==> config.mk <==
export PLATFORM = sky130hd
export DESIGN_NAME = bp_be_stride_prefetch_issuer
export DESIGN_NICKNAME = d
export VERILOG_FILES = /design/src/rtl/bp_be_stride_prefetch_issuer.sv
export SDC_FILE = /design/constraint.sdc
export NUM_CORES = 2
export LEC_CHECK = 0
export CORE_ASPECT_RATIO = 1.2
export CORE_MARGIN = 8
export CORE_UTILIZATION = 50
export CTS_CLUSTER_SIZE = 20
export DETAILED_ROUTE_END_ITERATION = 16
export GPL_ROUTABILITY_DRIVEN = 0
export MAX_ROUTING_LAYER = met4
export PLACE_DENSITY = 0.67
export SYNTH_ARGS = -nofsm -noshare
export SYNTH_HDL_FRONTEND = slang
export SYNTH_SLANG_ARGS = --single-unit
==> constraint.sdc <==
create_clock -name clk_i -period 22.4 [get_ports clk_i]
set_input_delay 2.24 -clock clk_i [delete_from_list [all_inputs] [get_ports clk_i]]
set_output_delay 2.24 -clock clk_i [all_outputs]
set_load 0.005 [all_outputs]
==> src/rtl/bp_be_stride_prefetch_issuer.sv <==
// bp_be_stride_prefetch_issuer: stride table that turns confirmed strides into up to degree_p
// page-bounded prefetch requests, fed by a 2-entry event FIFO that drops on overflow.
package bp_be_stride_prefetch_pkg;
  typedef enum logic [3:0] {e_bp_default_cfg = 4'd0} bp_params_e;
  function automatic int proc_vaddr_width(bp_params_e cfg);
    case (cfg)
      default: return 39;
    endcase
  endfunction
endpackage

module bp_be_stride_prefetch_issuer
  import bp_be_stride_prefetch_pkg::*;
#(
  parameter bp_params_e bp_params_p = e_bp_default_cfg,
  parameter int stride_width_p = 8,
  parameter int streams_p = 4,
  parameter int degree_p = 2,
  localparam int vaddr_width_p = proc_vaddr_width(bp_params_p)
) (
  input  logic                      clk_i,
  input  logic                      reset_n_i,
  input  logic                      start_discovery_i,
  input  logic                      confirm_discovery_i,
  input  logic [vaddr_width_p-1:0]  striding_pc_i,
  input  logic [vaddr_width_p-1:0]  eff_addr_i,
  input  logic [stride_width_p-1:0] stride_i,
  output logic                      pf_v_o,
  output logic [vaddr_width_p-1:0]  pf_addr_o,
  input  logic                      pf_ready_and_i,
  output logic                      drop_o
);
  localparam int idx_w = streams_p > 1 ? $clog2(streams_p) : 1;
  typedef enum logic [1:0] {IDLE, LOOKUP, ISSUE} state_e;
  typedef struct packed {
    logic                      conf;
    logic [vaddr_width_p-1:0]  pc;
    logic [vaddr_width_p-1:0]  eff;
    logic [stride_width_p-1:0] stride;
  } event_s;
  typedef struct packed {
    logic                      v;
    logic                      active;
    logic [vaddr_width_p-1:0]  pc;
    logic [stride_width_p-1:0] stride;
    logic [vaddr_width_p-1:0]  last;
  } entry_s;

  state_e state_q, state_d;
  event_s fifo_q [2];
  event_s fifo_d [2];
  event_s ev_q, ev_d, ev_in;
  entry_s tbl_q [streams_p];
  entry_s tbl_d [streams_p];
  logic wr_q, wr_d, rd_q, rd_d;
  logic [1:0] cnt_q, cnt_d;
  logic [idx_w-1:0] vic_q, vic_d, idx_q, idx_d, hit_idx, free_idx, sel;
  logic [2:0] k_q, k_d;
  logic pf_v_q, pf_v_d, drop_q, drop_d;
  logic [vaddr_width_p-1:0] pf_addr_q, pf_addr_d, stride_sx, cand, cand_nxt;
  logic evt, pop, push, hit, free, pg_cand, pg_nxt, dup;

  assign evt = start_discovery_i | confirm_discovery_i;
  assign ev_in = {confirm_discovery_i, striding_pc_i, eff_addr_i, stride_i};
  assign pop = state_q == IDLE && cnt_q != 2'd0;
  assign push = evt && (cnt_q != 2'd2 || pop);
  assign stride_sx = vaddr_width_p'($signed(ev_q.stride));
  assign cand = ev_q.eff + vaddr_width_p'(k_q) * stride_sx;
  assign cand_nxt = cand + stride_sx;
  assign pg_cand = cand[vaddr_width_p-1:12] == ev_q.eff[vaddr_width_p-1:12];
  assign pg_nxt = cand_nxt[vaddr_width_p-1:12] == ev_q.eff[vaddr_width_p-1:12];

  // Descending scan so the lowest-numbered match/free slot wins.
  always_comb begin
    hit = 1'b0;
    hit_idx = '0;
    free = 1'b0;
    free_idx = '0;
    for (int i = streams_p - 1; i >= 0; i--) begin
      if (tbl_q[i].v && tbl_q[i].pc == ev_q.pc) begin
        hit = 1'b1;
        hit_idx = idx_w'(i);
      end
      if (!tbl_q[i].v) begin
        free = 1'b1;
        free_idx = idx_w'(i);
      end
    end
  end

  assign sel = hit ? hit_idx : free ? free_idx : vic_q;
  assign dup = hit && tbl_q[sel].active && tbl_q[sel].last == ev_q.eff;

  always_comb begin
    state_d = state_q;
    fifo_d = fifo_q;
    wr_d = wr_q;
    rd_d = rd_q;
    ev_d = ev_q;
    tbl_d = tbl_q;
    vic_d = vic_q;
    idx_d = idx_q;
    k_d = k_q;
    pf_v_d = pf_v_q;
    pf_addr_d = pf_addr_q;
    drop_d = evt && !push;
    cnt_d = cnt_q + 2'(push) - 2'(pop);
    if (push) begin
      fifo_d[wr_q] = ev_in;
      wr_d = ~wr_q;
    end
    if (pop) begin
      ev_d = fifo_q[rd_q];
      rd_d = ~rd_q;
      state_d = LOOKUP;
    end
    case (state_q)
      LOOKUP: begin
        idx_d = sel;
        k_d = 3'd1;
        vic_d = (hit || free) ? vic_q : (vic_q == idx_w'(streams_p - 1)) ? '0 : vic_q + idx_w'(1);
        tbl_d[sel].v = 1'b1;
        tbl_d[sel].pc = ev_q.pc;
        tbl_d[sel].stride = ev_q.stride;
        tbl_d[sel].active = ev_q.conf;
        tbl_d[sel].last = (ev_q.conf && hit) ? tbl_q[sel].last : ev_q.eff;
        state_d = (ev_q.conf && ev_q.stride != '0 && !dup) ? ISSUE : IDLE;
      end
      // First ISSUE cycle loads the k=1 candidate; each transfer loads the next one.
      ISSUE: begin
        if (!pf_v_q) begin
          pf_v_d = pg_cand;
          pf_addr_d = pg_cand ? cand : pf_addr_q;
          state_d = pg_cand ? ISSUE : IDLE;
        end else if (pf_ready_and_i) begin
          tbl_d[idx_q].last = pf_addr_q;
          k_d = k_q + 3'd1;
          pf_v_d = k_q != 3'(degree_p) && pg_nxt;
          pf_addr_d = pf_v_d ? cand_nxt : pf_addr_q;
          state_d = pf_v_d ? ISSUE : IDLE;
        end
      end
      default: ;
    endcase
  end

  always_ff @(posedge clk_i or negedge reset_n_i) begin
    if (!reset_n_i) begin
      state_q <= IDLE;
      fifo_q <= '{default: '0};
      wr_q <= 1'b0;
      rd_q <= 1'b0;
      cnt_q <= 2'd0;
      ev_q <= '0;
      tbl_q <= '{default: '0};
      vic_q <= '0;
      idx_q <= '0;
      k_q <= 3'd0;
      pf_v_q <= 1'b0;
      pf_addr_q <= '0;
      drop_q <= 1'b0;
    end else begin
      state_q <= state_d;
      fifo_q <= fifo_d;
      wr_q <= wr_d;
      rd_q <= rd_d;
      cnt_q <= cnt_d;
      ev_q <= ev_d;
      tbl_q <= tbl_d;
      vic_q <= vic_d;
      idx_q <= idx_d;
      k_q <= k_d;
      pf_v_q <= pf_v_d;
      pf_addr_q <= pf_addr_d;
      drop_q <= drop_d;
    end
  end

  assign pf_v_o = pf_v_q;
  assign pf_addr_o = pf_addr_q;
  assign drop_o = drop_q;
endmodule

==> results.py <==
metrics = {
    "outcome": {
        "outcome": "complete, no violations",
    },
    "cells_and_area": {
        "fillers": 6654,
        "fin_area_sq_um": 42700,
        "drive_gt1_share_pct": 15.0,
        "area_growth_syn_to_layout_pct": 11.3,
        "multi_input_area_sq_um": 21000,
        "regArea_sq_um": 15900,
        "final_nets": 4094,
    },
    "routing": {
        "routed-via-count": 30364,
        "drt_iter0_markers": 2824,
        "postRouteAntennaNets": 0,
        "highest_layer": "met4",
        "wl_per_cell_um": 23.1,
        "drt-met1-wl_um": 45300,
        "drc_errors": 0,
        "viasPerCell": 6.12,
        "wl_um": 115000,
        "dr.pass1.iters": 8,
        "dr_wl_met2_um": 54100,
        "met3_length_um": 7380,
    },
    "setup_path": {
        "reg2regPathDepth": 36,
        "end_kind": "flip-flop",
        "r2r-start": "k_q[2]",
        "crit_type": "flip-flop to flip-flop",
        "rr_endpoint": "pf_addr_o[31]",
        "slowest_delay_ps": 550,
        "critPathLaunchType": "flip-flop",
        "cp.required_ps": 22910,
        "cp.arrival_ps": 11260,
        "r2r_slack_ps": 11650,
        "crit_fanout": 39,
        "crit_slowest_cell": "dfrtp_1",
    },
    "grt": {
        "grt_start_max_net_pins": 104,
        "grt-ovfl-total": 0,
        "track_usage_pct": 27.0,
        "antenna_found_initial": 1,
        "first_global_vias": 29694,
        "grt_pass1_wl_um": 177000,
    },
    "synthesis": {
        "netlist_instances": 3922,
        "synth_compound_area_share_pct": 15.1,
        "yosysSeqAreaShare_pct": 41.4,
        "syn_avg_cell_area_sq_um": 9.78,
        "synth-main-ff-cell": "dfrtp_1",
        "synthArstFlopShare_pct": 100,
        "synth_nets": 4129,
        "synthMostInstantiatedCell": "dfrtp_1",
        "synth_cell_type_count": 92,
        "synth.area.top_cells": "dfrtp_1 41%, mux2_2 11%, mux2i_1 4.8%",
        "yosys.area_share.simple_pct": 12.2,
        "synth_top_family_by_area": "multiplexers",
        "synth-seq-cells": 635,
        "synth.area.mux_share_pct": 16.4,
        "synthXorXnorAreaFrac_pct": 6.88,
        "yosys.area.top_type": "dfrtp_1",
        "synth_common_cells": "635 x dfrtp_1, 358 x mux2_2, 347 x nand2_1, 288 x a21oi_1, 258 x nor2_1",
        "syn-cell-area_sq_um": 38400,
        "yosys_warnings": 0,
        "synth_top_area_share_pct": 41.4,
        "synthAdderAreaFrac_pct": 3.98,
        "synth_edf_count": 0,
    },
    "floorplanning": {
        "dieArea_sq_um": 85900,
        "die_w_um": 269,
        "core-area_sq_um": 76200,
        "io_pins": 132,
        "die_h_um": 319,
        "start_util_pct": 50.3,
        "rows": 111,
    },
    "placed_design": {
        "numPortBuffers": 131,
        "dpl_cell_area_sq_um": 40300,
        "dp_hpwl_um": 81200,
    },
    "timing": {
        "fin_crit_sh_pct": 48.0,
        "final.setup.tns_ps": 0,
        "rsz0062_at_grt": "no",
        "slew_headroom_pct": 22.5,
        "drv_slew": 0,
        "max_freq_mhz": 93.0,
        "finalHoldViolCount": 0,
        "finClkSkew_ps": 36.4,
        "tightest_slew_ps": 1150,
        "min_period_ps": 10750,
        "final-setup-viol-count": 0,
    },
    "clock_network": {
        "clockBufferDepth": 3,
        "htree_levels": 3,
        "cts.sinks": 635,
        "root_buffer": "clkbuf_16",
        "clock_latency_ps": 630,
        "clkTransAtPathRegs_ps": 60,
        "tritoncts": "built",
        "cts_setup_buffers": 0,
        "cts_buffers": 71,
        "hold_buffers": 0,
        "cts_resized": 0,
    },
    "worst_hold_path": {
        "worstHoldStart": "tbl_q[265]",
        "hold_path_depth": 2,
        "hold_path_class": "flip-flop to flip-flop",
        "worstHoldEndpoint": "tbl_q[265]",
    },
    "flow_run": {
        "drv_cap": 0,
    },
}
layout by cell type (no fill, tap or decap), types with 43 or more instances in the layout:
cell type        synthesis  routed
dfrtp_1                635     634
nor2_1                 258     252
nor4_1                  56      56
o21ai_0                252     252
a22oi_1                123     123
buf_4                    2      43
nand2_1                347     341
a21oi_1                288     287
ha_1                   106     106
clkdlybuf4s50_1          0     130
xor2_1                  80      80
nand4_1                 77      77
xnor2_1                193     193
mux2i_1                185     185
clkbuf_16                0      73
inv_1                  110     110
nand3_1                 59      59
mux2_2                 358     358
state kept, by name (all words and copies together), names as in the netlist:
signal / cells
state_q: 2
drop_o: 1
ev_q: 87
wr_q: 1
tbl_q: 320
vic_q: 2
cnt_q: 2
rd_q: 1
k_q: 3
idx_q: 2
pf_addr_o: 39
pf_v_o: 1
fifo_q: 174
critical path, delay by kind of cell (launching register included):
kind | cells | cell delay, ps
and+or+nand+nor | 9 | 2550
muxes | 1 | 380
buffers and inverters | 2 | 700
xor gates and xnor gates | 2 | 470
DFF | 1 | 550
AOI/OAI and AO/OA | 17 | 4040
adders and majority gates | 5 | 1900
logic make-up (layout without fill, tap and decap cells):
family / count (synthesis) / count (layout)
adders and majority gates: 116 / 116
buffers and inverters: 392 / 413
muxes: 570 / 570
xor gates and xnor gates: 284 / 284
and+or+nand+nor: 992 / 992
DFF: 635 / 635
other: 0 / 2
AOI/OAI and AO/OA: 933 / 933
area by class of cell:
cell class | count | area share (%)
multi-input cells | 2895 | 49.3
diodes | 2 | 0.0117
well taps | 1017 | 2.98
clock inverters | 31 | 0.917
clock buffers | 98 | 4.82
inverters | 110 | 0.967
repair buffers | 174 | 3.84
flip-flops and latches | 635 | 37.2
through the flow:
| step | setup WS (ps) | std cells | util (%) | hold slack [ps] |
|---|---|---|---|---|
| CTS | 11880 | 4960 | 56.0 | 483 |
| global route | 11000 | 4961 | 56.0 | 502 |
| global placement | 12050 | 4831 | 52.8 | 460 |
| detailed placement | 11950 | 4831 | 52.8 | 470 |
| floorplan | 12230 | 3922 | - | 446 |
| finish | 11650 | 4962 | 56.0 | 482 |
layer usage:
layer / up-vias / GRT usage, %
li1: 14003 / -
met1: 14845 / 32.9
met2: 1165 / 42.9
met3: 351 / 3.90
met4: 0 / 15.3
met5: - / -
worst max-delay path by stage:
stage / start / to / slack [ps] / cells past startpoint
after global placement: k_q[2] / pf_addr_o[35] / 12050 / 36
after global routing: k_q[2] / pf_addr_o[23] / 11000 / 36
final: k_q[2] / pf_addr_o[31] / 11650 / 36
after detailed placement: k_q[2] / pf_addr_o[32] / 11950 / 36
after CTS: k_q[2] / pf_addr_o[32] / 11880 / 36
after floorplan: k_q[2] / pf_addr_o[13] / 12230 / 39
Power is not shown: default switching activity piles up to over one toggle a cycle in this logic, so the estimate is an artifact.
